### src/rtl/exe_module_pkg.sv
// Shared constants for the execute stage: ALU commands, shift types,
// NZCV bit positions and forwarding-select codes.
package exe_module_pkg;

   localparam logic [3:0] CMD_MOV = 4'b0001;
   localparam logic [3:0] CMD_ADD = 4'b0010;
   localparam logic [3:0] CMD_ADC = 4'b0011;
   localparam logic [3:0] CMD_SUB = 4'b0100;
   localparam logic [3:0] CMD_SBC = 4'b0101;
   localparam logic [3:0] CMD_AND = 4'b0110;
   localparam logic [3:0] CMD_ORR = 4'b0111;
   localparam logic [3:0] CMD_EOR = 4'b1000;
   localparam logic [3:0] CMD_MVN = 4'b1001;

   localparam logic [1:0] SHIFT_LSL = 2'b00;
   localparam logic [1:0] SHIFT_LSR = 2'b01;
   localparam logic [1:0] SHIFT_ASR = 2'b10;
   localparam logic [1:0] SHIFT_ROR = 2'b11;

   localparam int N_BIT = 3;
   localparam int Z_BIT = 2;
   localparam int C_BIT = 1;
   localparam int V_BIT = 0;

   localparam logic [1:0] FWD_ID  = 2'd0;
   localparam logic [1:0] FWD_MEM = 2'd1;
   localparam logic [1:0] FWD_WB  = 2'd2;

   // Rotate right; a shift of 32 on a 32-bit value yields 0, so amt=0 is a pass-through.
   function automatic logic [31:0] ror32(input logic [31:0] v, input logic [4:0] amt);
      return (v >> amt) | (v << (6'd32 - {1'b0, amt}));
   endfunction

endpackage

### src/rtl/exe_module_if.sv
// ID/EX inputs and EX/MEM outputs of the execute stage, bundled as one bus.
interface exe_module_if;
   logic        wb_enable_in, mem_read_in, mem_write_in, branch_enable_in, S_in, immidiate_in;
   logic [3:0]  exec_cmd_in;
   logic [31:0] PC_in;
   logic [31:0] Val_Rn_in, Val_Rm_in;
   logic [11:0] Shift_operand_in;
   logic [23:0] Signed_immidiate_24_in;
   logic [3:0]  Dest_in;
   logic [1:0]  sel_src1, sel_src2;
   logic [31:0] mem_fwd_value, wb_fwd_value;
   logic        branch_taken;
   logic [31:0] branch_address;
   logic [3:0]  status;
   logic        wb_enable_out, mem_read_out, mem_write_out;
   logic [31:0] ALU_result, Store_value;
   logic [3:0]  Dest_out;

   modport master (
      output wb_enable_in, mem_read_in, mem_write_in, branch_enable_in, S_in, immidiate_in,
             exec_cmd_in, PC_in, Val_Rn_in, Val_Rm_in, Shift_operand_in,
             Signed_immidiate_24_in, Dest_in, sel_src1, sel_src2, mem_fwd_value, wb_fwd_value,
      input  branch_taken, branch_address, status, wb_enable_out, mem_read_out,
             mem_write_out, ALU_result, Store_value, Dest_out
   );

   modport slave (
      input  wb_enable_in, mem_read_in, mem_write_in, branch_enable_in, S_in, immidiate_in,
             exec_cmd_in, PC_in, Val_Rn_in, Val_Rm_in, Shift_operand_in,
             Signed_immidiate_24_in, Dest_in, sel_src1, sel_src2, mem_fwd_value, wb_fwd_value,
      output branch_taken, branch_address, status, wb_enable_out, mem_read_out,
             mem_write_out, ALU_result, Store_value, Dest_out
   );
endinterface

### src/rtl/exe_module_alu.sv
// Combinational ALU: result and next NZCV from op1, Val2, command and current C/V.
module exe_alu
   import exe_module_pkg::*;
(
   input  logic [31:0] op1,
   input  logic [31:0] val2,
   input  logic [3:0]  cmd,
   input  logic        c_in,
   input  logic        v_in,
   output logic [31:0] result,
   output logic [3:0]  nzcv
);

   logic [32:0] sum;
   logic        c_out, v_out;

   always_comb begin
      sum    = 33'd0;
      result = 32'd0;
      c_out  = c_in;
      v_out  = v_in;
      case (cmd)
         CMD_MOV: result = val2;
         CMD_MVN: result = ~val2;
         CMD_ADD, CMD_ADC: begin
            sum    = {1'b0, op1} + {1'b0, val2} + {32'd0, (cmd == CMD_ADC) & c_in};
            result = sum[31:0];
            c_out  = sum[32];
            v_out  = (op1[31] == val2[31]) && (result[31] != op1[31]);
         end
         // Subtract as op1 + ~val2 + carry so the carry-out is ARM's "no borrow".
         CMD_SUB, CMD_SBC: begin
            sum    = {1'b0, op1} + {1'b0, ~val2} + {32'd0, (cmd == CMD_SUB) | c_in};
            result = sum[31:0];
            c_out  = sum[32];
            v_out  = (op1[31] != val2[31]) && (result[31] != op1[31]);
         end
         CMD_AND: result = op1 & val2;
         CMD_ORR: result = op1 | val2;
         CMD_EOR: result = op1 ^ val2;
         default: result = 32'd0;
      endcase
      nzcv = {result[31], (result == 32'd0), c_out, v_out};
   end

endmodule

### src/rtl/exe_module.sv
// Execute stage: operand forwarding, Val2 generation, ALU, branch target,
// NZCV status register and the EX/MEM pipeline register.
module exe_module
   import exe_module_pkg::*;
(
   input  logic         clk,
   input  logic         rst,
   input  logic         freeze,
   exe_module_if.slave  bus
);

   logic [31:0] op1, rm_f, val2, alu_result;
   logic [3:0]  alu_nzcv;
   logic [4:0]  shift_amt;

   logic [3:0]  status_q, status_d;
   logic        wb_enable_q, wb_enable_d;
   logic        mem_read_q, mem_read_d;
   logic        mem_write_q, mem_write_d;
   logic [31:0] alu_result_q, alu_result_d;
   logic [31:0] store_value_q, store_value_d;
   logic [3:0]  dest_q, dest_d;

   always_comb begin
      case (bus.sel_src1)
         FWD_MEM: op1 = bus.mem_fwd_value;
         FWD_WB:  op1 = bus.wb_fwd_value;
         default: op1 = bus.Val_Rn_in;
      endcase
      case (bus.sel_src2)
         FWD_MEM: rm_f = bus.mem_fwd_value;
         FWD_WB:  rm_f = bus.wb_fwd_value;
         default: rm_f = bus.Val_Rm_in;
      endcase
   end

   assign shift_amt = bus.Shift_operand_in[11:7];

   // Immediate beats the load/store offset, which beats the register shifter.
   always_comb begin
      val2 = rm_f;
      if (bus.immidiate_in) begin
         val2 = ror32({24'd0, bus.Shift_operand_in[7:0]}, {bus.Shift_operand_in[11:8], 1'b0});
      end else if (bus.mem_read_in || bus.mem_write_in) begin
         val2 = {20'd0, bus.Shift_operand_in};
      end else begin
         case (bus.Shift_operand_in[6:5])
            SHIFT_LSL: val2 = rm_f << shift_amt;
            SHIFT_LSR: val2 = rm_f >> shift_amt;
            SHIFT_ASR: val2 = $unsigned($signed(rm_f) >>> shift_amt);
            default:   val2 = ror32(rm_f, shift_amt);
         endcase
      end
   end

   exe_alu u_alu (
      .op1    (op1),
      .val2   (val2),
      .cmd    (bus.exec_cmd_in),
      .c_in   (status_q[C_BIT]),
      .v_in   (status_q[V_BIT]),
      .result (alu_result),
      .nzcv   (alu_nzcv)
   );

   assign bus.branch_taken   = bus.branch_enable_in;
   assign bus.branch_address = bus.PC_in + {{6{bus.Signed_immidiate_24_in[23]}},
                                            bus.Signed_immidiate_24_in, 2'b00};

   always_comb begin
      status_d      = bus.S_in ? alu_nzcv : status_q;
      wb_enable_d   = bus.wb_enable_in;
      mem_read_d    = bus.mem_read_in;
      mem_write_d   = bus.mem_write_in;
      alu_result_d  = alu_result;
      store_value_d = rm_f;
      dest_d        = bus.Dest_in;
   end

   always_ff @(posedge clk) begin
      if (rst) begin
         status_q      <= 4'd0;
         wb_enable_q   <= 1'b0;
         mem_read_q    <= 1'b0;
         mem_write_q   <= 1'b0;
         alu_result_q  <= 32'd0;
         store_value_q <= 32'd0;
         dest_q        <= 4'd0;
      end else if (!freeze) begin
         status_q      <= status_d;
         wb_enable_q   <= wb_enable_d;
         mem_read_q    <= mem_read_d;
         mem_write_q   <= mem_write_d;
         alu_result_q  <= alu_result_d;
         store_value_q <= store_value_d;
         dest_q        <= dest_d;
      end
   end

   assign bus.status        = status_q;
   assign bus.wb_enable_out = wb_enable_q;
   assign bus.mem_read_out  = mem_read_q;
   assign bus.mem_write_out = mem_write_q;
   assign bus.ALU_result    = alu_result_q;
   assign bus.Store_value   = store_value_q;
   assign bus.Dest_out      = dest_q;

endmodule
### src/flat_wrapper.sv
// flat-port wrapper written by rule: the top's interface ports become plain ports
module exe_module_flat import exe_module_pkg::*;
  (clk, rst, freeze, bus_wb_enable_in, bus_mem_read_in, bus_mem_write_in, bus_branch_enable_in, bus_S_in, bus_immidiate_in, bus_exec_cmd_in, bus_PC_in, bus_Val_Rn_in, bus_Val_Rm_in, bus_Shift_operand_in, bus_Signed_immidiate_24_in, bus_Dest_in, bus_sel_src1, bus_sel_src2, bus_mem_fwd_value, bus_wb_fwd_value, bus_branch_taken, bus_branch_address, bus_status, bus_wb_enable_out, bus_mem_read_out, bus_mem_write_out, bus_ALU_result, bus_Store_value, bus_Dest_out);
  exe_module_if bus_i ();
  input  logic clk;
  input  logic rst;
  input  logic freeze;
  input wire logic [$bits(bus_i.wb_enable_in)-1:0] bus_wb_enable_in;
  input wire logic [$bits(bus_i.mem_read_in)-1:0] bus_mem_read_in;
  input wire logic [$bits(bus_i.mem_write_in)-1:0] bus_mem_write_in;
  input wire logic [$bits(bus_i.branch_enable_in)-1:0] bus_branch_enable_in;
  input wire logic [$bits(bus_i.S_in)-1:0] bus_S_in;
  input wire logic [$bits(bus_i.immidiate_in)-1:0] bus_immidiate_in;
  input wire logic [$bits(bus_i.exec_cmd_in)-1:0] bus_exec_cmd_in;
  input wire logic [$bits(bus_i.PC_in)-1:0] bus_PC_in;
  input wire logic [$bits(bus_i.Val_Rn_in)-1:0] bus_Val_Rn_in;
  input wire logic [$bits(bus_i.Val_Rm_in)-1:0] bus_Val_Rm_in;
  input wire logic [$bits(bus_i.Shift_operand_in)-1:0] bus_Shift_operand_in;
  input wire logic [$bits(bus_i.Signed_immidiate_24_in)-1:0] bus_Signed_immidiate_24_in;
  input wire logic [$bits(bus_i.Dest_in)-1:0] bus_Dest_in;
  input wire logic [$bits(bus_i.sel_src1)-1:0] bus_sel_src1;
  input wire logic [$bits(bus_i.sel_src2)-1:0] bus_sel_src2;
  input wire logic [$bits(bus_i.mem_fwd_value)-1:0] bus_mem_fwd_value;
  input wire logic [$bits(bus_i.wb_fwd_value)-1:0] bus_wb_fwd_value;
  output wire logic [$bits(bus_i.branch_taken)-1:0] bus_branch_taken;
  output wire logic [$bits(bus_i.branch_address)-1:0] bus_branch_address;
  output wire logic [$bits(bus_i.status)-1:0] bus_status;
  output wire logic [$bits(bus_i.wb_enable_out)-1:0] bus_wb_enable_out;
  output wire logic [$bits(bus_i.mem_read_out)-1:0] bus_mem_read_out;
  output wire logic [$bits(bus_i.mem_write_out)-1:0] bus_mem_write_out;
  output wire logic [$bits(bus_i.ALU_result)-1:0] bus_ALU_result;
  output wire logic [$bits(bus_i.Store_value)-1:0] bus_Store_value;
  output wire logic [$bits(bus_i.Dest_out)-1:0] bus_Dest_out;
  assign bus_i.wb_enable_in = bus_wb_enable_in;
  assign bus_i.mem_read_in = bus_mem_read_in;
  assign bus_i.mem_write_in = bus_mem_write_in;
  assign bus_i.branch_enable_in = bus_branch_enable_in;
  assign bus_i.S_in = bus_S_in;
  assign bus_i.immidiate_in = bus_immidiate_in;
  assign bus_i.exec_cmd_in = bus_exec_cmd_in;
  assign bus_i.PC_in = bus_PC_in;
  assign bus_i.Val_Rn_in = bus_Val_Rn_in;
  assign bus_i.Val_Rm_in = bus_Val_Rm_in;
  assign bus_i.Shift_operand_in = bus_Shift_operand_in;
  assign bus_i.Signed_immidiate_24_in = bus_Signed_immidiate_24_in;
  assign bus_i.Dest_in = bus_Dest_in;
  assign bus_i.sel_src1 = bus_sel_src1;
  assign bus_i.sel_src2 = bus_sel_src2;
  assign bus_i.mem_fwd_value = bus_mem_fwd_value;
  assign bus_i.wb_fwd_value = bus_wb_fwd_value;
  assign bus_branch_taken = bus_i.branch_taken;
  assign bus_branch_address = bus_i.branch_address;
  assign bus_status = bus_i.status;
  assign bus_wb_enable_out = bus_i.wb_enable_out;
  assign bus_mem_read_out = bus_i.mem_read_out;
  assign bus_mem_write_out = bus_i.mem_write_out;
  assign bus_ALU_result = bus_i.ALU_result;
  assign bus_Store_value = bus_i.Store_value;
  assign bus_Dest_out = bus_i.Dest_out;
  exe_module u_core (.clk(clk), .rst(rst), .freeze(freeze), .bus(bus_i));
endmodule
### config.mk
export PLATFORM = sky130hd
export DESIGN_NAME = exe_module_flat
export DESIGN_NICKNAME = d
export VERILOG_FILES = /design/src/rtl/exe_module_pkg.sv /design/src/rtl/exe_module_if.sv /design/src/rtl/exe_module_alu.sv /design/src/rtl/exe_module.sv /design/src/flat_wrapper.sv
export SDC_FILE = /design/constraint.sdc
export NUM_CORES = 1
export LEC_CHECK = 0
export ABC_AREA = 1
export BUFFER_PORTS_ARGS = -buffer_cell sky130_fd_sc_hd__buf_2
export CAP_MARGIN = 20
export CORE_UTILIZATION = 33
export DETAILED_ROUTE_END_ITERATION = 8
export MAX_ROUTING_LAYER = met4
export PLACE_DENSITY = 0.52
export SLEW_MARGIN = 20
export SYNTH_ARGS = -nofsm -noshare
export SYNTH_HDL_FRONTEND = slang
export SYNTH_SLANG_ARGS = --single-unit
### constraint.sdc
create_clock -name clk -period 7 [get_ports clk]
set_input_delay 0.35 -clock clk [delete_from_list [all_inputs] [get_ports clk]]
set_output_delay 0.35 -clock clk [all_outputs]
set_load 0.01 [all_outputs]
==> impl_summary.txt <==
----------------------------------------------------
[Pwr]
  Combinational share of power ... between 70% and 80%
  Internal Pwr Total ... approximately 1500 µW
  NetSw ... 1910 µW
  Switching fraction of total power ... between 50% and 60%
  Reg power frac ... 14.2%
  Leakage dissipation ... between 0.01 and 0.015 µW
  Peak ir drop on the vdd network ... around 140 µV
  Clock power frac ... between 15 and 20%
  Power per standard cell area ... around 160 nW/µm²

[Clocking]
  Cells resized by post-CTS repair ... 0
  Number of buffers inserted during clock tree synthesis ... 9
  Deepest level of the CTS H-tree ... 3
  Buffer levels on the longest clock path ... 2
  Root buffer cell ... sky130_fd_sc_hd__clkbuf_16
  Clock tree sinks ... 75
  Clock latency at the later pin of the worst-skew pair ... 360 ps
  CTS tree ... yes
  Cts-stage hold buffer count ... 0
  Clock Pin Slew Worst Setup and Hold Paths ... roughly 70 ps
  Buffer count from post-CTS setup fixing ... 0

[Global routing]
  Overall routing resource usage ... 36.4%
  Number of global-route vias before repair ... between 20000 and 25000
  Wire length of the first global-routing pass ... 148000 µm
  Maximum number of pins on one net before global-route repair ... slightly below 70
  Overall overflow remaining after global route ... 0
  Initial antenna violation count ... 3

[Timing]
  Setup repair after global routing missed its margin ... false
  Share of the clock period used by the worst path after layout ... about 90%
  Slew headroom ... roughly a quarter
  Peak clock frequency supported by timing ... between 150 and 200 MHz
  Clock Skew ... just over 10 ps
  Fin. Hold Viols ... 0
  Min Clock Period, post-route ... 6260 ps
  Slew Viols, Final ... 0
  Transition time of the tightest slew-check pin ... roughly 1100 ps
  Count of final setup violators ... 0
  Setup Total Neg Slack ... 0 ps

[Hold path]
  Path category of the worst min-delay check ... input port to register

[Final layout]
  Multi-input gate area ... around 14000 µm²
  Ratio of cells with drive above 1 in the final layout ... approximately 17%
  Filler Cell Count ... around 6300
  Util after Layout ... between 30% and 40%
  Sequential Area ... about 1500 µm²
  Synth-to-layout area growth ... 15.4%
  Post-layout net count ... a little under 4000

[Drt]
  DRT Wirelength ... 102000 µm
  Number of remaining DRC errors ... 0
  Number of optimization iterations in the first detailed-route pass ... 7
  Drt initial violations ... approximately 2900
  Per-cell via count in the routed design ... 5.71
  Count of nets left with antenna violations after detail routing ... 0
  Via count ... about 24000
  Routed wire per std cell ... ~24 µm

[Critical path]
  Length in cells of the worst reg-to-reg path ... 29
  Setup slack on the worst flop-to-flop path ... between 2000 and 3000 ps
  CP max FO ... 37
  Path type of the worst setup path ... input port to register
  End point of the critical path ... u_core.bus.status[2]$_SDFFE_PP0P_
  Critical Path Most Common Cell ... sky130_fd_sc_hd__nand2_1
  Slowest cell on the critical path ... sky130_fd_sc_hd__o21ai_0
  Crit path largest cell delay ... ~490 ps
  Endpoint of the lowest-slack register-to-register path ... u_core.bus.status[2]$_SDFFE_PP0P_
  Kind of capture point of the worst setup path ... register
  Data required time at the worst endpoint ... approximately 7300 ps
  Timing startpoint of the critical path ... bus_sel_src2[0]
  Startpoint of the worst-slack reg-to-reg timing path ... u_core.bus.status[1]$_SDFFE_PP0P_
  Type of element launching the critical path ... input port
  Critical path data arrival time ... ~6600 ps

[Synthesis]
  Netlist Area Pre-Place ... approximately 18000 µm²
  Library cell with the highest instance count after synthesis ... sky130_fd_sc_hd__nand2_1
  Ys Warns ... 0
  Dominant combinational cell family by area after synthesis ... simple AND/OR/NAND/NOR gates
  Number of synthesized flops with an enable pin ... 0
  Cell types occupying the most area after synthesis ... sky130_fd_sc_hd__nand2_1, sky130_fd_sc_hd__nand3_1, sky130_fd_sc_hd__ha_1
  Share of async-settable or async-resettable flops after synthesis ... 0%
  XOR/XNOR share of the synthesized area ... under 10%
  Cell type with the largest total area after synthesis ... sky130_fd_sc_hd__nand2_1
  Post-synthesis share of cell area spent on full adders, half adders and majority gates ... under 10%
  Commonest cells post-synth ... sky130_fd_sc_hd__nand2_1, sky130_fd_sc_hd__nand3_1, sky130_fd_sc_hd__inv_1
  Area fraction in and, or, nand and nor cells after synthesis ... between 40 and 50%
  Share of synthesized area occupied by flip-flops and latches ... ~8.3%
  Synthesized netlist cell count ... 3305
  Share of the synthesized area in the top cell type ... between 10% and 20%
  Share of the synthesized area in compound gates (AO/OA/AOI/OAI) ... about a quarter
  Net count after synthesis ... around 3700
  Synthesized area per cell ... 5.45 µm²
  FF+latch count, synth ... 75
  Share of synthesized area spent on multiplexers ... less than 1%
  Dominant register cell in the synthesized netlist ... sky130_fd_sc_hd__dfxtp_1
  Distinct cell type count of the synthesized netlist ... between 60 and 70

[Floorplanning]
  Die Width ... about 240 µm
  Vertical extent of the die ... about 240 µm
  Die outline area ... roughly 56000 µm²
  Core Footprint ... 53900 µm²
  Ports placed on the boundary ... roughly 330
  Initial core utilization ... approximately a third
  Count of standard-cell rows ... 85

[Status]
  Run status ... finished clean

[Placed design]
  Final HPWL DP ... roughly 83000 µm
  GP Congestion ... 1.04
  Number of buffers inserted by port buffering ... roughly 320

[Flow run]
  Max-cap viol count ... 0

----------------------------------------------------
worst min path at each step:
stage	start	endpoint	slack, ps	cells past startpoint
CTS	bus_Dest_in[0]	u_core.bus.Dest_out[0]$_SDFFE_PP0N_	230	3
finish	bus_Dest_in[2]	u_core.bus.Dest_out[2]$_SDFFE_PP0N_	240	3
global route	bus_Dest_in[0]	u_core.bus.Dest_out[0]$_SDFFE_PP0N_	270	3
detailed placement	u_core.bus.ALU_result[13]$_SDFFE_PP0N_	u_core.bus.ALU_result[13]$_SDFFE_PP0N_	470	2
global placement	u_core.bus.Dest_out[3]$_SDFFE_PP0N_	u_core.bus.Dest_out[3]$_SDFFE_PP0N_	460	2
floorplan	u_core.bus.status[0]$_SDFFE_PP0P_	u_core.bus.status[0]$_SDFFE_PP0P_	460	2
power by group through the flow:
stage | Combinational, µW | Sequential (µW) | Clock (µW)
2_1_floorplan | 1460 | 504 | 0
3_3_place_gp | 2350 | 495 | 0
3_5_place_dp | 2330 | 495 | 0
4_1_cts | 2340 | 486 | 530
5_1_grt | 2590 | 489 | 549
6_report | 2400 | 487 | 531
placed cells by master (no fill, tap or decap), types with 34 or more instances in the layout:
| cell | count |
|---|---|
| sky130_fd_sc_hd__dfxtp_1 | 75 |
| sky130_fd_sc_hd__inv_1 | 320 |
| sky130_fd_sc_hd__o21ai_1 | 37 |
| sky130_fd_sc_hd__o211ai_1 | 46 |
| sky130_fd_sc_hd__nand4_1 | 34 |
| sky130_fd_sc_hd__ha_1 | 134 |
| sky130_fd_sc_hd__a221o_1 | 35 |
| sky130_fd_sc_hd__buf_4 | 102 |
| sky130_fd_sc_hd__nand3_1 | 400 |
| sky130_fd_sc_hd__inv_2 | 45 |
| sky130_fd_sc_hd__a21oi_1 | 232 |
| sky130_fd_sc_hd__o21ai_0 | 252 |
| sky130_fd_sc_hd__nor2_1 | 317 |
| sky130_fd_sc_hd__nand2_2 | 56 |
| sky130_fd_sc_hd__nand2_1 | 836 |
| sky130_fd_sc_hd__buf_2 | 318 |
per-layer routing:
layer / GRT usage (%) / vias up / share of wire [%]
met5: - / - / 0
met4: 20.2 / 0 / 6.3
met3: 5.39 / 269 / 8.1
met2: 57.2 / 1317 / 45
met1: 44.5 / 11200 / 40
li1: - / 11600 / -
registers in the layout, indices dropped and copies added, names as in the netlist:
register                  cells
u_core.bus.ALU_result        32
u_core.bus.Dest_out           4
u_core.bus.Store_value       32
u_core.bus.mem_read_out       1
u_core.bus.mem_write_out      1
u_core.bus.status             4
u_core.bus.wb_enable_out      1
cell families after synthesis:
logic type,after synthesis
simple gates,1777
flops,75
xor+xnor,33
compound gates,734
buf+inv,547
fa+ha+maj,138
mux,1
worst max-delay path, delay by kind of cell:
family,cells,cell delay [ps]
buffers and inverters,9,1230
AOI/OAI and AO/OA,9,1820
and+or+nand+nor,26,2500
adders and majority gates,2,610
final cells by class:
cell class / count / share of cell area, %
Clock buffer: 10 / 1.10
Clock inverter: 6 / 0.427
Timing Repair Buffer: 421 / 11.4
Antenna cell: 4 / 0.0481
Tap cell: 696 / 4.19
Sequential cell: 75 / 7.22
Inverter: 372 / 6.75
Multi-Input combinational cell: 2683 / 68.8
through the flow:
step	instances	setup WS, ps	hold WS (ps)	instance area (µm²)	power [µW]
2_1_floorplan	3305	1340	464	18000	1960
3_3_place_gp	4247	550	459	20500	2850
3_5_place_dp	4247	488	468	20500	2830
4_1_cts	4263	836	233	20800	3360
5_1_grt	4266	155	266	20800	3630
6_report	4267	737	244	20800	3420
No activity file was read; power rests on OpenSTA's default activity.
